$ cat config.mk
export PLATFORM = sky130hd
export DESIGN_NAME = alu_mulseq
export DESIGN_NICKNAME = d
export VERILOG_FILES = /design/src/rtl/alu_mulseq.sv
export SDC_FILE = /design/constraint.sdc
export NUM_CORES = 1
export LEC_CHECK = 0
export CORE_AREA = 4 4 82 84
export DETAILED_ROUTE_END_ITERATION = 8
export DIE_AREA = 0 0 86 88
export GPL_TIMING_DRIVEN = 0
export PLACE_DENSITY = 0.9
export RECOVER_POWER = 50
export SLEW_MARGIN = 20
export SYNTH_ARGS = -nofsm -noshare
export SYNTH_HDL_FRONTEND = slang
export SYNTH_SLANG_ARGS = --single-unit
$ cat constraint.sdc
create_clock -name clk -period 4.4 [get_ports clk]
set_clock_uncertainty 0.2 [all_clocks]
set_input_delay 1.32 -clock clk [delete_from_list [all_inputs] [get_ports clk]]
set_output_delay 1.32 -clock clk [all_outputs]
set_load 0.02 [all_outputs]
$ cat src/rtl/alu_mulseq.sv
// alu_mulseq: 16x16 unsigned MSB-first shift-and-add multiplier that borrows an external ALU.
// Optional: define MULSEQ_SKIPZERO_EN to skip ADD steps for zero multiplier bits.
module alu_mulseq (
    input  logic        clk,
    input  logic        reset_n,
    input  logic        start,
    input  logic [15:0] a,
    input  logic [15:0] b,
    output logic        busy,
    output logic        done,
    output logic [15:0] result,
    output logic        ovf,
    output logic [15:0] alu_x,
    output logic [15:0] alu_y,
    output logic [5:0]  alu_c,
    output logic        alu_cin,
    input  logic [15:0] alu_val,
    input  logic        alu_cflag
);
    localparam logic [5:0] ALU_ADD    = 6'b101010;
    localparam logic [5:0] ALU_PASS_X = 6'b100010;

    typedef enum logic [1:0] {IDLE, DBL, ADD, DONE} state_t;

    state_t      state, state_nxt;
    logic [15:0] prod, mcand, mplier;
    logic [3:0]  cnt;
    logic        bit_set;

    assign bit_set = mplier[cnt];
    assign result  = prod;
    assign alu_cin = 1'b0;

    always_ff @(posedge clk or negedge reset_n) begin
        if (!reset_n) state <= IDLE;
        else          state <= state_nxt;
    end

    always_comb begin
        state_nxt = state;
        busy      = 1'b0;
        done      = 1'b0;
        alu_x     = 16'h0000;
        alu_y     = 16'h0000;
        alu_c     = 6'b000000;
        case (state)
            IDLE: if (start) state_nxt = DBL;
            DBL: begin
                busy  = 1'b1;
                alu_x = prod;
                alu_y = prod;
                alu_c = ALU_ADD;
`ifdef MULSEQ_SKIPZERO_EN
                if (bit_set)         state_nxt = ADD;
                else if (cnt == 4'd0) state_nxt = DONE;
                else                 state_nxt = DBL;
`else
                state_nxt = ADD;
`endif
            end
            ADD: begin
                busy  = 1'b1;
                alu_x = prod;
                alu_y = mcand;
`ifdef MULSEQ_SKIPZERO_EN
                alu_c = ALU_ADD;
`else
                alu_c = bit_set ? ALU_ADD : ALU_PASS_X;
`endif
                state_nxt = (cnt == 4'd0) ? DONE : DBL;
            end
            DONE: begin
                done      = 1'b1;
                state_nxt = IDLE;
            end
            default: state_nxt = IDLE;
        endcase
    end

    // Every ALU step folds its carry into ovf; the partial product only grows, so this is exact.
    always_ff @(posedge clk or negedge reset_n) begin
        if (!reset_n) begin
            prod   <= 16'h0000;
            mcand  <= 16'h0000;
            mplier <= 16'h0000;
            cnt    <= 4'd0;
            ovf    <= 1'b0;
        end else begin
            case (state)
                IDLE: if (start) begin
                    mcand  <= a;
                    mplier <= b;
                    prod   <= 16'h0000;
                    ovf    <= 1'b0;
                    cnt    <= 4'd15;
                end
                DBL: begin
                    prod <= alu_val;
                    ovf  <= ovf | alu_cflag;
`ifdef MULSEQ_SKIPZERO_EN
                    if (!bit_set && cnt != 4'd0) cnt <= cnt - 4'd1;
`endif
                end
                ADD: begin
                    prod <= alu_val;
                    ovf  <= ovf | alu_cflag;
                    if (cnt != 4'd0) cnt <= cnt - 4'd1;
                end
                default: ;
            endcase
        end
    end
endmodule

; ---- Word level (Yosys, flattened, before mapping)
; Index checks and enable logic that the tools add are counted.
[word_totals]
regBits = 55
in_bits = 52
output_inout_bits = 58
word_cells = 41
[classes]
n_addsub = 1
order_cmp = 1
n_eq_ne = 5
muxes = 18
bitwise_logic = 1
n_reduce_logical = 9
[ops]
columns = operator, n
row1 = $pmux 16 s2, 2
row2 = $mux 16, 2
row3 = $mux 4, 3
row4 = $pmux 6 s2, 1
row5 = $pmux 2 s4, 1
row6 = $pmux 4 s2, 1
row7 = $lt 4x5->1 const B, 1
row8 = $bmux 1 s4, 1
row9 = $eq 2x2->1 const B, 2
row10 = $logic_not 4->1, 1
row11 = $mux 1, 4
row12 = $mux 2, 2
row13 = $ne 2x2->1 const B, 2
row14 = $reduce_and 2->1, 2
row15 = $reduce_bool 2->1, 2
row16 = $reduce_bool 4->1, 1
row17 = $sub 4x1->4 const B, 1
row18 = $reduce_and 3->1, 1
row19 = $eq 2x1->1 const B, 1
row20 = $logic_not 2->1, 1
row21 = $pmux 1 s2, 1
row22 = $reduce_or 2->1, 1
row23 = $or 1x1->1, 1

; ---- Depth between registers and ports, before layout
; Gate-level depths: netlist of run 1.
[depth]
word_depth = 4
depth_mapped = 8
depth_no_buf = 6

; ---- Worst setup path after synthesis of run 1
; Ideal clock, no wire load.
[synth_path]
kind = register -> output
start = register state[0]
end = output alu_c[3]
arrival_ns = 2.008
required_ns = 2.880
slack_ns = 0.872
path_stages_with_launch = 7
n_path_buf = 2
path_cell_list = dfrtp_1 inv_1 ha_1 clkbuf_1 clkbuf_1 nand2_1 o31ai_1
[synth_between]
elab_chain_len = 2
elab_cells_between_ends = 3
cone_classes = eq/ne: 2 / mux: 1
[synth_lines]
columns = item, line
row1 = from (decl), 25  ; state_t state, state_nxt;
row2 = from (signal assigned), 36  ; else state <= state_nxt;
row3 = $eq 2x2->1 / $eq 2x1->1 (equally long branches), 46  ; case (state)
row4 = $pmux 6 s2 (*), 46
row5 = to (decl), 15  ; output logic [5:0] alu_c,
; Every way passes the cells marked *; elsewhere a longest branch is shown, timed or not.

; ---- Worst setup path in the final report of run 1
[layout_path]
start = register state[0]
end = output alu_y[2]
[layout_between]
elab_chain_len = 2
elab_cells_between_ends = 3
cone_classes = eq/ne: 2 / mux: 1
[layout_lines]
columns = item, line
row1 = $eq 2x2->1 / $eq 2x1->1 (equally long branches), 46
row2 = $pmux 16 s2 (*), 46
row3 = to (decl), 14  ; output logic [15:0] alu_y,
; Marks and branches as above.

==> implementation parameters, run 1 <==
Parameter                              Value

Outcome
  Status ... completed

Clocking
  CTS tree ... done
  H-tree Lvls ... 2
  Hold bufs inserted after CTS ... 0
  TritonCTS Buffers ... 5
  Reg clk slew, reported paths ... around 90 ps
  Maximum number of buffers from clock root to sink ... 2
  Worst-skew pair later-pin latency ... ~300 ps
  Number of clock sinks ... 55
  Post-CTS Setup Inserts ... 0
  Library cell used as clock root buffer ... clkbuf_8
  Post-cts repair resize count ... 2

Timing
  Maximum clock rate ... about 0.24 GHz
  Setup total negative slack ... 0 ps
  Final-layout worst hold slack ... between 300 and 400 ps
  Worst rel slew slack ... 0.115
  Tightest Pin Transition ... 1330 ps
  Final worst path period need ... about 4200 ps
  Finish-stage setup viols ... 0
  Post-route clock period utilization ... 0.964
  Final Hold Vio Count ... 0
  Final critical-path setup slack ... 160 ps
  Setup repair after global routing missed its margin ... false
  Final Max Slew Viols ... 0

Setup path
  CP max stage delay ... between 600 and 700 ps
  Worst reg2reg path startpoint ... state[1]
  CP arrival ... 2720 ps
  Top cell family by delay on the critical path ... buffers and inverters
  Cell at the slowest stage of the critical path ... clkdlybuf4s50_1
  Sequence of cells on the critical path ... inv_1, ha_2, and2_1, buf_2, clkbuf_2, a22o_1, clkdlybuf4s50_1
  Category of the worst setup path launch point ... flop
  Internal reg-to-reg setup slack ... about 2100 ps
  Setup crit end kind ... primary output
  Largest fanout on the critical path ... 11
  Class of the most critical setup path ... reg -> out
  End of the worst register-to-register path ... result[7]
  Critical path buffer and inverter count ... 4
  Worst path required time ... 2880 ps
  Logic depth of the worst register-to-register path ... 5

Power and ir drop
  Static Leak ... roughly 1.7 nW
  PD cells ... 775 nW/um^2
  Power Total ... 3.03 mW
  Maximum ir drop on the vdd rail ... 0.000422 V

Synthesis
  Area of the mapped netlist ... about 2700 sq um
  Sequential element share of the synthesized area ... 0.512
  Proportion of register bits with asynchronous set or reset after synthesis ... 1.00
  Top cell type by total area after synthesis ... dfrtp_1
  Commonest cells in the synthesized netlist ... dfrtp_1 (55), mux2_2 (32), a22o_1 (31), and2_1 (19), mux2i_1 (10)
  Cell count after synthesis ... 225
  Proportion of netlist area held by the largest area contributor ... 0.512
  Number of enable-type register cells in the synthesized netlist ... 0
  Top-count cell post-synth ... dfrtp_1
  Netlist cell types ... 30
  YS warnings ... 0
  Post-synth top flop ... dfrtp_1
  Synthesized flop and latch total ... 55
  Area contributors post-synth ... dfrtp_1 (51%), mux2_2 (13%), a22o_1 (10%)
  Average cell area after synthesis ... 11.9 sq um

Flow run
  Max-Cap Viols ... 0

Route
  Final Routed Wirelength ... about 7 mm
  Pre-antenna DRT Iters ... 4
  Post-route DRC violation count ... 0
  Post-detailed-route via-to-cell ratio ... about 5.3
  Via total after detailed routing ... 2183
  Number of routed nets with antenna violations ... 0
  Routed length per instance ... around 17 um
  Number of violations reported at the end of detailed-routing iteration 0 ... 99

Placement
  Port Buffer Count ... approximately 110
  Final HPWL from detailed placement ... 5.40 mm
  Gpl congestion ... roughly 0.82
  Pre-CTS setup slack ... 77.1 ps

Min path
  Endpoint of the worst hold path ... mplier[1]
  Launch instance of the worst min-delay path ... mplier[1]
  Class of the most critical hold timing path ... reg -> reg
  Cell count of the worst hold path ... 1

GRT
  Maximum number of pins on one net before global-route repair ... 56
  Number of antenna violations at the first check in global routing ... 0
  Wire length of the first global-routing pass ... roughly 11 mm
  Overall track demand over capacity in global routing ... 0.189
  Total congestion overflow after global routing ... 0
  Number of global-route vias before repair ... 2237

Layout
  # nets final ... around 400
  Fraction of layout instances using a drive strength above 1 ... 0.156
  Syn-to-layout area delta ... 45.5%
  Number of inserted diodes ... 0

Floorplan
  Initial cell density of the core ... 0.454
  Horizontal extent of the die ... 86 um
  Area of the placeable core ... 5920 sq um
  Die Y-Extent ... about 88 um
  Die area ... 7570 sq um
  I/O pin count ... 110
  Site row count ... 28
[power breakdown]
part	internal [mW]	switching [mW]
sequential	0.750	0.177
combinational	0.913	0.922
clock	0.112	0.156
total	1.78	1.25
[area by class of cell]
cell class	instances	area [sq um]
Fill cell	483	2010
Sequential cell	55	1380
Multi-Input combinational cell	145	1180
Timing Repair Buffer	105	1050
Buffer	19	104
Tap cell	75	93.8
Clock buffer	7	76.3
Inverter	7	26.3
Clock inverter	1	5.00
[logic make-up (layout without fill, tap and decap cells)]
kind of cell | Yosys count | after routing | share of synthesized area
other | 1 | 4 | 0.00140
DFF | 55 | 55 | 0.512
buffers and inverters | 28 | 139 | 0.0507
adders and majority gates | 5 | 5 | 0.0233
AOI/OAI and AO/OA | 52 | 52 | 0.149
and+or+nand+nor | 42 | 42 | 0.0917
muxes | 42 | 42 | 0.171
[worst register-to-register path: cells and delay by family, from the launching register on]
kind	cells	cell delay [ps]
adders and majority gates	1	360
AOI/OAI and AO/OA	2	640
buffers and inverters	2	590
DFF	1	420
[worst max path at each step]
stage	startpoint	endpoint	slack, ps	cells past startpoint
6_report	state[0]	alu_y[2]	160	7
5_1_grt	state[0]	alu_y[2]	2	7
4_1_cts	state[0]	alu_y[2]	40	7
3_5_place_dp	state[0]	alu_c[3]	80	9
3_3_place_gp	state[0]	alu_c[3]	140	9
2_1_floorplan	state[0]	alu_c[3]	870	6
[placed cells by master (no fill, tap or decap), types with 6 or more instances in the layout]
cell	instances
dfrtp_1	55
a22o_1	31
mux2i_1	10
and2_1	18
a21oi_1	6
mux2_2	32
clkbuf_1	9
clkdlybuf4s50_1	101
nand2_1	6
inv_1	7
buf_4	6
[metrics by stage]
| step | area [sq um] | std cells | util |
|---|---|---|---|
| after global routing | 3910 | 414 | 0.661 |
| after floorplan | 2700 | 228 | - |
| final | 3910 | 414 | 0.661 |
| after global placement | 3840 | 408 | 0.649 |
| after detailed placement | 3840 | 408 | 0.649 |
| after CTS | 3920 | 415 | 0.663 |
[routing by layer]
layer,vias up,share of wire,GRT usage
met4,0,0.016,0.0676
met2,75,0.52,0.334
li1,1031,-,-
met3,10,0.061,0.0386
met5,-,0,0
met1,1067,0.40,0.229
[state kept, by name (all words and copies together) (netlist names)]
register  flops
mcand        16
mplier       16
cnt           4
result       16
ovf           1
state         2
Note: power is estimated with default switching activity, not from simulation.
==> inputs of run 2 (changes only) <==
CORE_AREA = 4 4 75 77   (was 4 4 82 84)
DIE_AREA = 0 0 79 81   (was 0 0 86 88)
DONT_BUFFER_PORTS = 1   (was unset)
PLACE_DENSITY = 0.76   (was 0.9)
==> implementation parameters, run 2 (synthesized netlist as in run 1, its figures left out) <==
Parameter                              Value

Floorplan
  Die area ... 6400 sq um (-15%)
  Initial cell density of the core ... 0.536 (+0.0825)
  Site row count ... 26 (-7.1%)
  Die Y-Extent ... 81 um (-8.0%)
  I/O pin count ... 110 (unchanged)
  Area of the placeable core ... 5010 sq um (-15%)
  Horizontal extent of the die ... 79 um (-8.1%)

GRT
  Maximum number of pins on one net before global-route repair ... 56 (unchanged)
  Total congestion overflow after global routing ... 0 (unchanged)
  Number of antenna violations at the first check in global routing ... 0 (unchanged)
  Overall track demand over capacity in global routing ... 0.191 (+0.00159)
  Number of global-route vias before repair ... 1923 (-14%)
  Wire length of the first global-routing pass ... 9.37 mm (-16%)

Timing
  Final critical-path setup slack ... 344 ps (+185 ps)
  Tightest Pin Transition ... 626 ps (-701 ps)
  Final Hold Vio Count ... 0 (unchanged)
  Setup total negative slack ... 0 ps (unchanged)
  Final worst path period need ... 4060 ps (-185 ps)
  Finish-stage setup viols ... 0 (unchanged)
  Maximum clock rate ... 0.247 GHz (+4.5%)
  Final Max Slew Viols ... 0 (unchanged)
  Worst rel slew slack ... 0.583 (+0.467)
  Post-route clock period utilization ... 0.922 (-0.0419)
  Setup repair after global routing missed its margin ... false

Clocking
  Post-CTS Setup Inserts ... 0 (unchanged)
  Hold bufs inserted after CTS ... 0 (unchanged)
  Library cell used as clock root buffer ... clkbuf_8
  TritonCTS Buffers ... 5 (unchanged)
  H-tree Lvls ... 2 (unchanged)
  Worst-skew pair later-pin latency ... 300 ps (about the same)
  CTS tree ... done
  Number of clock sinks ... 55 (unchanged)
  Reg clk slew, reported paths ... 90 ps (about the same)
  Maximum number of buffers from clock root to sink ... 2 (unchanged)

Setup path
  Class of the most critical setup path ... reg -> out
  Sequence of cells on the critical path ... inv_1, ha_1, clkbuf_2, and2_1, clkbuf_1, buf_2, a22o_1
  CP arrival ... 2540 ps (-180 ps)
  Category of the worst setup path launch point ... flop
  CP max stage delay ... 450 ps (-190 ps)
  Worst reg2reg path startpoint ... state[0]
  Critical path buffer and inverter count ... 4 (unchanged)
  Start point of the critical path ... state[0]
  Top cell family by delay on the critical path ... buffers and inverters
  Setup crit end kind ... primary output
  Largest fanout on the critical path ... 10 (-1)
  Cell at the slowest stage of the critical path ... ha_1
  Worst path required time ... 2880 ps (about the same)

Layout
  Most common cell after layout, fill and taps aside ... dfrtp_1
  Syn-to-layout area delta ... 7.63%
  # nets final ... 292 (-26%)
  Fraction of layout instances using a drive strength above 1 ... 0.226 (+0.0692)
  Commonest cells after routing, fill and taps aside ... dfrtp_1 (55), mux2_2 (32), a22o_1 (31), and2_1 (19)
  Final cell area excluding filler cells ... 2890 sq um (-26%)
  Number of inserted diodes ... 0 (unchanged)
  Final core utilization ... 0.577 (-0.0832)

Route
  Number of routed nets with antenna violations ... 0 (unchanged)
  Pre-antenna DRT Iters ... 4 (unchanged)
  Via total after detailed routing ... 1828 (-16%)
  Number of violations reported at the end of detailed-routing iteration 0 ... 114 (+15%)
  Final Routed Wirelength ... 6.04 mm (-14%)
  Post-route DRC violation count ... 0 (unchanged)
  Post-detailed-route via-to-cell ratio ... 5.99 (+14%)
  Routed length per instance ... 19.8 um (+16%)

Placement
  Final HPWL from detailed placement ... 4.42 mm (-18%)
  Area after DPL ... 2790 sq um (-27%)
  Gpl congestion ... 0.820 (-0.51%)
  Pre-CTS setup slack ... 404 ps (+327 ps)
  Port Buffer Count ... 0 (-100%)

Power and ir drop
  Static Leak ... 1.32 nW (-23%)
  PD cells ... 893 nW/um^2 (+15%)
  Combinational cell fraction of total power ... 0.479 (-0.127)
  P_int ... 1.42 mW (-20%)
  Maximum ir drop on the vdd rail ... 0.000434 V (+2.8%)
  Fraction of power spent switching nets ... 0.452 (+0.0379)
  Clk pwr share ... 0.126 (+0.038)
  Net Switching ... 1.17 mW (-7.0%)
  Share of power burned in registers ... 0.394 (+0.088)

Min path
  Launch instance of the worst min-delay path ... mplier[3]
  Class of the most critical hold timing path ... reg -> reg

Flow run
  Max-Cap Viols ... 0 (unchanged)

Outcome
  Status ... completed
==> run 2: cell types whose count changed in the layout (fill, tap and decap cells not counted), sizes merged <==
cell	delta
bufinv	+1
dlymetal6s2s	-1
clkinv	-1
dlygate4sd3	-2
clkdlybuf4s50	-101
==> run 2: area by class of cell <==
cell class / instances / area, sq um
Fill cell: 441 / 2120
Sequential cell: 55 / 1380
Multi-Input combinational cell: 145 / 1190
Buffer: 21 / 109
Tap cell: 70 / 87.6
Clock buffer: 6 / 72.6
Clock inverter: 1 / 30.0
Inverter: 7 / 26.3
==> run 2: routing by layer <==
layer,vias to the layer above,share of wire,global-route usage
met5,-,0,0
met2,75,0.49,0.308
met1,925,0.42,0.244
met4,0,0.015,0.0653
met3,8,0.073,0.0599
li1,820,-,-
==> run 2: power by group through the flow <==
stage          logic [mW]  registers, mW  clock network (mW)
2_1_floorplan        1.04          0.970                   0
3_3_place_gp         1.21           1.02                   0
3_5_place_dp         1.23           1.03                   0
4_1_cts              1.24           1.02               0.330
5_1_grt              1.36           1.05               0.355
6_report             1.24           1.02               0.326
==> run 2: final timing paths <==
| kind | end | slack (ps) | cells past startpoint |
|---|---|---|---|
| worst max-delay path | alu_y[11] | 340 | 7 |
| worst min-delay path | mplier[3] | 310 | 1 |
| worst max register to register | result[8] | 1970 | 6 |
| worst min register to register | mplier[3] | 310 | 1 |
| max in group asynchronous | mcand[6] | 3400 | 0 |
| min in group asynchronous | mplier[6] | 500 | 0 |
==> run 2: per-stage QoR <==
stage	instances	hold slack [ps]	power (mW)
2_1_floorplan	228	279	2.01
3_3_place_gp	298	286	2.23
3_5_place_dp	298	291	2.26
4_1_cts	305	313	2.58
5_1_grt	305	320	2.76
6_report	305	311	2.58
==> run 2: repair_timing <==
item / CTS / global route
resized for setup: 0 / 5
setup endpoints to repair: 0 / 11
endpoints found under the hold margin: 0 / 0
==> run 2: worst register-to-register path, cell delays in order (launching register included) <==
cell      delay [ps]
dfrtp_1          410
inv_1             90
ha_1             420
clkbuf_2         220
o21ai_1          400
clkbuf_1         430
a22o_1           200
==> inputs of run 3 (changes only) <==
CORE_AREA = 2 2 73 75   (was 4 4 75 77)
DIE_AREA = 0 0 75 77   (was 0 0 79 81)
==> implementation parameters, run 3 (synthesized netlist as in run 1, its figures left out) <==
Parameter                              Value

Layout
  Commonest cells after routing, fill and taps aside ... dfrtp_1 (55), mux2_2 (32), a22o_1 (31), and2_1 (19), clkbuf_1 (11)
  Fillcell total ... 433 (-1.8%)
  Area taken by flip-flops and latches ... 1380 sq um (unchanged)
  # nets final ... 292 (unchanged)
  Syn-to-layout area delta ... 7.59% (about the same)
  Final core utilization ... 0.581 (+0.00352)
  Fraction of layout instances using a drive strength above 1 ... 0.221 (-0.00426)
  Count of placed standard cells in the final layout, fillers left out ... 305 (unchanged)
  Multi-input combinational cell area ... 1190 sq um (unchanged)
  Number of inserted diodes ... 0 (unchanged)
  Most common cell after layout, fill and taps aside ... dfrtp_1

Timing
  Setup repair after global routing missed its margin ... false
  Post-route clock period utilization ... 0.941 (+0.0195)
  Final critical-path setup slack ... 259 ps (-85.8 ps)
  Maximum clock rate ... 0.241 GHz (-2.1%)
  Final Hold Vio Count ... 0 (unchanged)
  Tightest Pin Transition ... 621 ps (-4.45 ps)
  Final Max Slew Viols ... 0 (unchanged)
  Final worst path period need ... 4140 ps (+85.8 ps)
  Worst rel slew slack ... 0.586 (+0.00297)
  Final-layout worst hold slack ... 313 ps (+1.61 ps)
  Finish-stage setup viols ... 0 (unchanged)
  Setup total negative slack ... 0 ps (unchanged)

Clocking
  Post-CTS Setup Inserts ... 0 (unchanged)
  TritonCTS Buffers ... 5 (unchanged)
  Maximum number of buffers from clock root to sink ... 2 (unchanged)
  Library cell used as clock root buffer ... clkbuf_8
  CTS tree ... done
  Number of clock sinks ... 55 (unchanged)
  Reg clk slew, reported paths ... 90 ps (about the same)
  Post-cts repair resize count ... 0 (unchanged)
  Worst-skew pair later-pin latency ... 290 ps (about the same)
  Hold bufs inserted after CTS ... 0 (unchanged)
  H-tree Lvls ... 2 (unchanged)

Placement
  Cell total after placement ... 298 (unchanged)
  Final HPWL from detailed placement ... 4.27 mm (-3.3%)
  Port Buffer Count ... 0 (unchanged)
  Gpl congestion ... 0.776 (-5.4%)
  Pre-CTS setup slack ... 444 ps (+39.7 ps)

Setup path
  Sequence of cells on the critical path ... inv_1, ha_1, clkbuf_1, and2_1, clkbuf_1, buf_2, a22o_1
  Category of the worst setup path launch point ... flop
  CP max stage delay ... 450 ps (about the same)
  Class of the most critical setup path ... reg -> out
  Setup crit end kind ... primary output
  Critical path's most frequent cell ... clkbuf_1
  Largest fanout on the critical path ... 10 (unchanged)
  Cell at the slowest stage of the critical path ... ha_1
  Worst path required time ... 2880 ps (about the same)
  CP arrival ... 2620 ps (+80 ps)

Route
  Final Routed Wirelength ... 5.89 mm (-2.6%)
  Number of routed nets with antenna violations ... 0 (unchanged)
  Post-route DRC violation count ... 0 (unchanged)
  Number of violations reported at the end of detailed-routing iteration 0 ... 46 (-60%)
  Post-detailed-route via-to-cell ratio ... 5.87 (-2.1%)
  Via total after detailed routing ... 1790 (-2.1%)
  Pre-antenna DRT Iters ... 5 (+1)
  Routed length per instance ... 19.3 um (-2.6%)

Floorplan
  Area of the placeable core ... 4980 sq um (-0.65%)
  I/O pin count ... 110 (unchanged)
  Die area ... 5780 sq um (-9.8%)
  Site row count ... 26 (unchanged)
  Initial cell density of the core ... 0.540 (+0.00351)
  Horizontal extent of the die ... 75 um (-5.1%)
  Die Y-Extent ... 77 um (-4.9%)

Power and ir drop
  Maximum ir drop on the vdd rail ... 0.000395 V (-9.0%)
  PD cells ... 890 nW/um^2 (-0.30%)
  Static Leak ... 1.32 nW (-0.23%)

Min path
  Class of the most critical hold timing path ... reg -> reg

Flow run
  Max-Cap Viols ... 0 (unchanged)

GRT
  Number of antenna violations at the first check in global routing ... 0 (unchanged)
  Number of global-route vias before repair ... 1856 (-3.5%)
  Overall track demand over capacity in global routing ... 0.212 (+0.0209)
  Maximum number of pins on one net before global-route repair ... 56 (unchanged)
  Total congestion overflow after global routing ... 0 (unchanged)
  Wire length of the first global-routing pass ... 9.28 mm (-0.96%)

Outcome
  Status ... completed
[run 3: cell types whose count changed in the layout (fill, tap and decap cells not counted)]
cell      before  now
clkbuf_2       2    1
clkbuf_1      10   11
[run 3: stage by stage]
stage / cell area, sq um / total power [mW]
floorplan: 2700 / 2.01
global placement: 2790 / 2.23
detailed placement: 2790 / 2.27
CTS: 2890 / 2.58
global route: 2890 / 2.76
finish: 2890 / 2.57
[run 3: path summary, 6_finish.rpt]
kind / end / slack [ps] / from / cells after the start
setup / recovery: alu_y[13] / 260 / state[0] / 7
hold / removal: mplier[2] / 310 / mplier[2] / 1
setup reg to reg: result[9] / 1920 / state[0] / 6
hold reg to reg: mplier[2] / 310 / mplier[2] / 1
max in group asynchronous: state[0] / 3390 / reset_n / 0
min in group asynchronous: mplier[1] / 510 / reset_n / 0
[run 3: cell type report]
| type | instances | area share |
|---|---|---|
| Inverter | 7 | 0.00909 |
| Clock buffer | 6 | 0.0251 |
| Clock inverter | 1 | 0.0104 |
| Tap cell | 70 | 0.0303 |
| Sequential cell | 55 | 0.476 |
| Multi-Input combinational cell | 145 | 0.412 |
| Buffer | 21 | 0.0372 |
[run 3: layer usage]
metal | track usage | share of wire | vias to the layer above
li1 | - | - | 821
met1 | 0.286 | 0.42 | 887
met2 | 0.326 | 0.49 | 76
met3 | 0.0604 | 0.075 | 6
met4 | 0.0679 | 0.012 | 0
met5 | 0 | 0 | -
[run 3: power breakdown]
| group | switching, mW | internal, mW |
|---|---|---|
| Clock | 0.149 | 0.167 |
| Sequential | 0.274 | 0.749 |
| Combinational | 0.737 | 0.497 |
[run 3: worst max-delay path, delay by kind of cell (launching register included)]
family                   cells  cell delay [ps]
adder cells (fa/ha/maj)      1              450
AO/OA/AOI/OAI                1              310
AND/OR/NAND/NOR              1              170
buffers and inverters        4              980
flip-flops                   1              400
